**src/rtl/if_id_lane_reg.sv**
```systemverilog
`default_nettype none
// ============================================================================
// Module   : if_id_lane_reg
// Brief    : IF->ID pipeline register for an N-lane front end. Holds per-lane
//            valid bits, per-lane payloads and one shared payload; keeps a
//            one-entry rdata holding buffer; counts stale instruction-memory
//            responses with a saturating cancel counter.
// Option   : define IFID_FLUSH_DATA_CLR_EN to clear the payload registers on
//            an exception or branch flush (default: payloads ignore flush).
// Revision : 1.0 - initial release
// ============================================================================
module if_id_lane_reg #(
  parameter int LANES      = 2,
  parameter int LANE_W     = 64,
  parameter int SHARED_W   = 32,
  parameter int RDATA_W    = 65,
  parameter int CANCEL_MAX = 3,
  localparam int CNT_W     = $clog2(CANCEL_MAX + 1)
) (
  input  logic                      clk,
  input  logic                      rst_n,
  input  logic [LANES-1:0]          pre_valid_i,
  input  logic                      now_allowin_i,
  output logic [LANES-1:0]          now_valid_o,
  input  logic                      excep_flush_i,
  input  logic                      branch_flush_i,
  input  logic [LANES*LANE_W-1:0]   pre_lane_data_i,
  input  logic [SHARED_W-1:0]       pre_shared_data_i,
  output logic [LANES*LANE_W-1:0]   now_lane_data_o,
  output logic [SHARED_W-1:0]       now_shared_data_o,
  input  logic                      rdata_buf_we_i,
  input  logic [RDATA_W-1:0]        rdata_buf_i,
  output logic [RDATA_W-1:0]        rdata_buf_o,
  input  logic                      cancel_add_i,
  input  logic                      cancel_use_i,
  output logic [CNT_W-1:0]          cancel_cnt_o,
  output logic                      cancel_active_o,
  output logic                      cancel_err_o
);

  localparam logic [CNT_W-1:0] c_cnt_max = CNT_W'(CANCEL_MAX);
  localparam logic [CNT_W-1:0] c_cnt_one = CNT_W'(1);

  logic [LANES-1:0]        r_valid;
  logic [LANES*LANE_W-1:0] r_lane_data;
  logic [SHARED_W-1:0]     r_shared_data;
  logic [RDATA_W-1:0]      r_rdata_buf;
  logic [CNT_W-1:0]        r_cnt;
  logic                    r_err;

  logic                    w_ld;
  logic                    w_flush;
  logic [CNT_W-1:0]        w_cnt_nxt;
  logic                    w_err_set;

  // A payload is only worth capturing when at least one lane carries an
  // instruction and decode is ready to take it.
  assign w_ld    = (|pre_valid_i) && now_allowin_i;
  assign w_flush = excep_flush_i || branch_flush_i;

  // Valid bits: flush beats load; on allowin all lanes load together,
  // including lanes arriving invalid, so no stale lane survives.
  always_ff @(posedge clk) begin
    if (!rst_n) begin
      r_valid <= '0;
    end else if (w_flush) begin
      r_valid <= '0;
    end else if (now_allowin_i) begin
      r_valid <= pre_valid_i;
    end
  end

  // Payload registers: load/hold, optionally cleared by flush.
  always_ff @(posedge clk) begin
    if (!rst_n) begin
      r_lane_data   <= '0;
      r_shared_data <= '0;
`ifdef IFID_FLUSH_DATA_CLR_EN
    end else if (w_flush) begin
      r_lane_data   <= '0;
      r_shared_data <= '0;
`endif
    end else if (w_ld) begin
      r_lane_data   <= pre_lane_data_i;
      r_shared_data <= pre_shared_data_i;
    end
  end

  // rdata holding buffer: independent of flush and allowin.
  always_ff @(posedge clk) begin
    if (!rst_n) begin
      r_rdata_buf <= '0;
    end else if (rdata_buf_we_i) begin
      r_rdata_buf <= rdata_buf_i;
    end
  end

  // Cancel counter next state: saturate at CANCEL_MAX, floor at zero, and
  // flag either boundary violation; a simultaneous add/use cancels out.
  always_comb begin
    w_cnt_nxt = r_cnt;
    w_err_set = 1'b0;
    case ({cancel_add_i, cancel_use_i})
      2'b10: begin
        if (r_cnt < c_cnt_max) begin
          w_cnt_nxt = r_cnt + c_cnt_one;
        end else begin
          w_err_set = 1'b1;
        end
      end
      2'b01: begin
        if (r_cnt != '0) begin
          w_cnt_nxt = r_cnt - c_cnt_one;
        end else begin
          w_err_set = 1'b1;
        end
      end
      default: begin
        w_cnt_nxt = r_cnt;
      end
    endcase
  end

  // Cancel counter and sticky error register; flushes do not touch these.
  always_ff @(posedge clk) begin
    if (!rst_n) begin
      r_cnt <= '0;
      r_err <= 1'b0;
    end else begin
      r_cnt <= w_cnt_nxt;
      r_err <= r_err || w_err_set;
    end
  end

  assign now_valid_o       = r_valid;
  assign now_lane_data_o   = r_lane_data;
  assign now_shared_data_o = r_shared_data;
  assign rdata_buf_o       = r_rdata_buf;
  assign cancel_cnt_o      = r_cnt;
  assign cancel_active_o   = (r_cnt != '0);
  assign cancel_err_o      = r_err;

endmodule
`default_nettype wire

```
**config.mk**
```make
export PLATFORM = sky130hd
export DESIGN_NAME = if_id_lane_reg
export DESIGN_NICKNAME = d
export VERILOG_FILES = /design/src/rtl/if_id_lane_reg.sv
export SDC_FILE = /design/constraint.sdc
export NUM_CORES = 1
export LEC_CHECK = 0
export ABC_AREA = 1
export BUFFER_PORTS_ARGS = -buffer_cell sky130_fd_sc_hd__clkbuf_2
export CORE_AREA = 2 2 180 182
export DETAILED_ROUTE_END_ITERATION = 12
export DIE_AREA = 0 0 182 184
export SETUP_SLACK_MARGIN = 0.4
export SLEW_MARGIN = 40
export SYNTH_ARGS = -nofsm -noshare
export SYNTH_HDL_FRONTEND = slang
export SYNTH_SLANG_ARGS = --single-unit
```
**constraint.sdc**
```tcl
create_clock -name clk -period 1.3 [get_ports clk]
set_clock_uncertainty 0.2 [all_clocks]
set_input_delay 0.195 -clock clk [delete_from_list [all_inputs] [get_ports clk]]
set_output_delay 0.195 -clock clk [all_outputs]
set_load 0.005 [all_outputs]
```
-- Word-level counts from Yosys, hierarchy flattened
Index checks and enable logic that the tools add are counted.
- add/sub/neg operators: 2
- multipliers: 0
- div/mod/pow operators: 0
- $lt $le $gt $ge: 1
- equal/unequal tests: 4
- shift-type cells: 0
- multiplexer cells: 6
- bitwise operators: 1
- reductions and logical operators: 8
- operators with widths (cell ; number):
    2-bit 2-to-1 mux ; 2
    2-bit != test, second input constant ; 2
    2-bit case mux with 2 select lines ; 1
    2-bit nonzero test ; 2
    2-bit OR reduction ; 2
    3-bit AND reduction ; 1
    2-bit by 1-bit adder with 2-bit output, second input constant ; 1
    2-bit by 1-bit equality test with 1-bit output, second input constant ; 1
    2-bit equality test, second input constant ; 1
    1-bit logical OR ; 2
    2-bit less-than comparator, second input constant ; 1
    1-bit 2-to-1 mux ; 2
    1-bit case mux with 2 select lines ; 1
    2-bit by 1-bit subtractor with 2-bit output, second input constant ; 1
    1-bit logical AND ; 1
    1-bit inverter ; 1
- register bits: 230
- latch bits: 0
- bits in writable memories: 0
- memory bits (read-only): 0
- input port bits: 235
- output and inout port bits: 231
- word-level logic and storage cells: 28
- memories: 0

-- Depth between registers and ports, before layout
- depth after elaboration: 4
- gate-level depth with buffers: 8
- mapped depth without buffers: 8

-- Least setup slack after synthesis
OpenSTA, ideal clock, no wires.
- path kind: input -> register
- start point: in now_allowin_i
- end point: reg r_lane_data[72], in the netlist now_lane_data_o[72]
- library setup time: 116 ps
- arrival time: 856 ps
- required time: 984 ps
- slack: 128 ps
- cell stages on the path: 6
- buffers on the path: 2
- path through: nand2_1 nand2_4 buf_6 buf_4 o21ai_0 nor2_1
- cells in the longest elaborated chain, start to end: 1
- ends and longest elaborated chain (element ; RTL line ; text):
    start, declared ; 23 ; input logic now_allowin_i,
    1-bit logical AND ; 58 ; assign w_ld = (|pre_valid_i) && now_allowin_i;
    end signal, assigned ; 84 ; r_lane_data <= pre_lane_data_i;
    end, declared ; 45 ; logic [LANES*LANE_W-1:0] r_lane_data;
Every way passes these cells.
A chain may end at the register's enable or synchronous reset.

-- Worst setup path in the final report
- start point: reg r_cnt[1], in the netlist cancel_cnt_o[1]
- end point: out cancel_active_o
- cells in the longest elaborated chain, start to end: 1
- ends and longest elaborated chain (element ; RTL line ; text):
    start, declared ; 48 ; logic [CNT_W-1:0] r_cnt;
    start signal, assigned ; 130 ; r_cnt <= w_cnt_nxt;
    2-bit nonzero test ; 140 ; assign cancel_active_o = (r_cnt != '0);
    end, declared ; 37 ; output logic cancel_active_o,
Every way passes these cells.

==> reports/metrics.csv <==
stage,metric,value,unit
run_status,status,"complete, but fails checks",
run_status,failing checks,"negative hold slack, negative setup slack",
power,P_leak,7.39,nW
place,buffers added on ports,465,
grt,number of global-route vias before repair,9566,
worst_setup_path,crit path launch type,register,
power,worst vdd ir,866,µV
floorplanning,Die W,182,µm
place,pre-CTS WS,-114,ps
grt,initial antenna violation count,2,
drt,average wire per standard cell,15.7,µm
worst_setup_path,crit path capture type,primary output,
timing,Final Hold Vio Count,47,
timing,Final WS setup,-180,ps
synthesis,post-synthesis mux area share,0,
cells_and_area,Final nets,1977,
place,gp weighted congestion,0.806,
floorplanning,Core ar.,0.0314,mm²
timing,Slew HR,0.747,
worst_setup_path,CP Launch Point,cancel_cnt_o[1],
timing,Final setup viols,231,
worst_setup_path,Reg-to-Reg Start,cancel_cnt_o[0],
worst_setup_path,worst stage delay on the critical path,360,ps
synthesis,fraction of the mapped netlist area in adder cells,0.00312,
worst_hold_path,hold crit path type,in2reg,
cells_and_area,sequential cell area,0.00490,mm²
floorplanning,die area,0.0335,mm²
power,PD cells,1190,mW/mm²
synthesis,Post-Synthesis Cells,1016,
drt,DR vias,9698,
cells_and_area,layout cells sized above 1,0.488,
timing,Setup TNS Final,-13840,ps
synthesis,sequential-to-total area share from yosys stat,0.574,
clock_tree,Inserted Clock Buffers,25,
clock_tree,number of H-tree levels,1,
drt,vias per cell,4.49,
clock_tree,CTS root buf,clkbuf_16,
worst_setup_path,Worst path slowest cell,dfxtp_4,
clock_tree,CTS tree,yes,
timing,period utilization,1.14,
timing,minimum clock period,1480,ps
timing,worst-margin pin slew,379,ps
worst_setup_path,WP data arrival,1080,ps
synthesis,syn nets,1253,
synthesis,synthesized-area fraction occupied by and/or/nand/nor cells,0.221,
cells_and_area,"most common cell after layout, fill and taps aside",nor2_1,
cells_and_area,Post-Layout Cell Count,2161,
grt,largest net degree at the start of global routing,66,
floorplanning,Die Ht,184,µm
worst_setup_path,CP Class,reg2out,
synthesis,Yosys reg bits,230,
timing,Max Clock Freq,0.676,GHz
floorplanning,Starting Density,0.256,
drt,# DRC,0,
place,post-DP HPWL,19900,µm
synthesis,Cell variety after synth,17,
worst_setup_path,CP bufs+invs,2,
grt,first-pass GRT wire length,48300,µm
timing,Final Max Slew Viols,0,
floorplanning,Rows,65,
synthesis,post-synthesis xor/xnor area fraction,0,
synthesis,Mean Syn Cell Area,7.90,µm²
cells_and_area,layout overhead on the synthesized area,94.7,%
worst_setup_path,crit path max fanout,3,
drt,DR iter-0 viols,481,
place,Inst Count DP,1855,
floorplanning,I/O pins,466,
grt,Total GRT Usage,0.176,
cells_and_area,Layout fillers,2656,
drt,drt first pass iters,4,
clock_tree,"Clk pin slew, worst setup/hold paths",60,ps
worst_setup_path,"Req. time, crit path",900,ps
worst_setup_path,worst-path cell chain,inv_2 -> nand2_1 -> clkbuf_2,
synthesis,YS warnings,0,
grt,Congestion Overflow GR,0,
synthesis,Synth Area in Compound Gates,0.144,
job,MaxCap Viol Count,0,
worst_hold_path,HP Start,branch_flush_i,
drt,Total Wirelength,33900,µm
clock_tree,CTS Sinks,230,
timing,RSZ-0062 raised after global routing,yes,
synthesis,main combinational cell family by area after synthesis,simple AND/OR/NAND/NOR gates,
timing,worst hold margin,-229,ps
drt,ANT nets after route,0,
cells_and_area,multi-input logic area,0.00317,mm²
clock_tree,Skew-Pair Late Insertion Delay,520,ps
synthesis,mapped cell area,0.00802,mm²
clock_tree,clk buf depth,3,
worst_setup_path,Top delay family on crit path,flip-flops,
cells_and_area,most frequent cells in the layout,"nor2_1 (450), clkbuf_2 (337), dfxtp_2 (227), dlygate4sd3_1 (227), buf_6 (126)",
## kinds of logic after synthesis
kind of cell / after synthesis
buf+inv: 84
compound gates: 231
fa+ha+maj: 2
flops: 230
simple gates: 469
## path summary, 6_finish.rpt
check / endpoint / slack (ps) / cells past startpoint
setup / recovery: cancel_active_o / -180 / 3
hold / removal: now_valid_o[0] / -230 / 4
setup reg to reg: cancel_cnt_o[0] / 130 / 6
hold reg to reg: now_valid_o[1] / 280 / 2
## worst register-to-register path, stage by stage (launching register included)
cell and delay [ps]:
dfxtp_4 360, buf_4 140, nand2_2 70, nand2_1 60
nand2_1 60, a21oi_1 140, nor2_1 50
## final cells by class
| class | count | area share |
|---|---|---|
| clock inverters | 5 | 0.00200 |
| clock buffers | 39 | 0.0479 |
| inverters | 11 | 0.00360 |
| multi-input cells | 702 | 0.203 |
| repair buffers | 770 | 0.397 |
| well taps | 402 | 0.0322 |
| diodes | 2 | 0.000320 |
| flip-flops and latches | 230 | 0.314 |
## sequential cells by signal, indices dropped and copies added, names as in the netlist
register and count:
now_shared_data_o 32, rdata_buf_o 65, cancel_err_o 1, now_valid_o 2, cancel_cnt_o 2, now_lane_data_o 128
## repair_timing
| item | CTS | global route |
|---|---|---|
| buffers inserted | 20 | 11 |
| gates resized for setup | 244 | 298 |
| endpoints found under the setup margin | 234 | 312 |
| hold endpoints to repair | 230 | 34 |
| cloned | 0 | 2 |
| pin swaps | 21 | 22 |
| hold buffers | 225 | 2 |
## cells in the mapped netlist
cell	instances	share of area
nand3_1	3	0.0019
nor2_1	452	0.21
o21ai_1	23	0.014
clkbuf_1	35	0.016
ha_1	2	0.0031
buf_1	1	0.00047
inv_4	1	0.00078
a211oi_1	1	0.00094
inv_1	10	0.0047
dfxtp_1	230	0.57
buf_6	12	0.017
buf_4	10	0.0094
a21oi_1	5	0.0031
nand2_1	13	0.0061
o21ai_0	202	0.13
buf_2	15	0.0094
nand2_4	1	0.0014
## per-stage QoR
stage	total power [mW]	instance area, µm²	utilization	hold WS, ps
finish	18.6	15600	0.498	-229
floorplan	9.17	8270	-	111
CTS	18.1	14600	0.464	-278
global route	19.4	15600	0.498	-228
detailed placement	10.5	11000	0.351	217
global placement	10.4	11000	0.351	206
## report_power, final
part,switching [mW],internal (mW),total [mW]
combinational,1.58,2.06,3.64
clock,2.94,3.93,6.87
sequential,0.380,7.73,8.12
total,4.90,13.7,18.6
## per-layer routing
metal,vias to the layer above,part of all wire,GRT usage
met2,445,0.50,0.320
met3,100,0.080,0.0446
met4,0,0.044,0.0729
li1,4707,-,-
met5,-,0,0
met1,4446,0.38,0.194
Note: power is estimated with default switching activity, not from simulation.
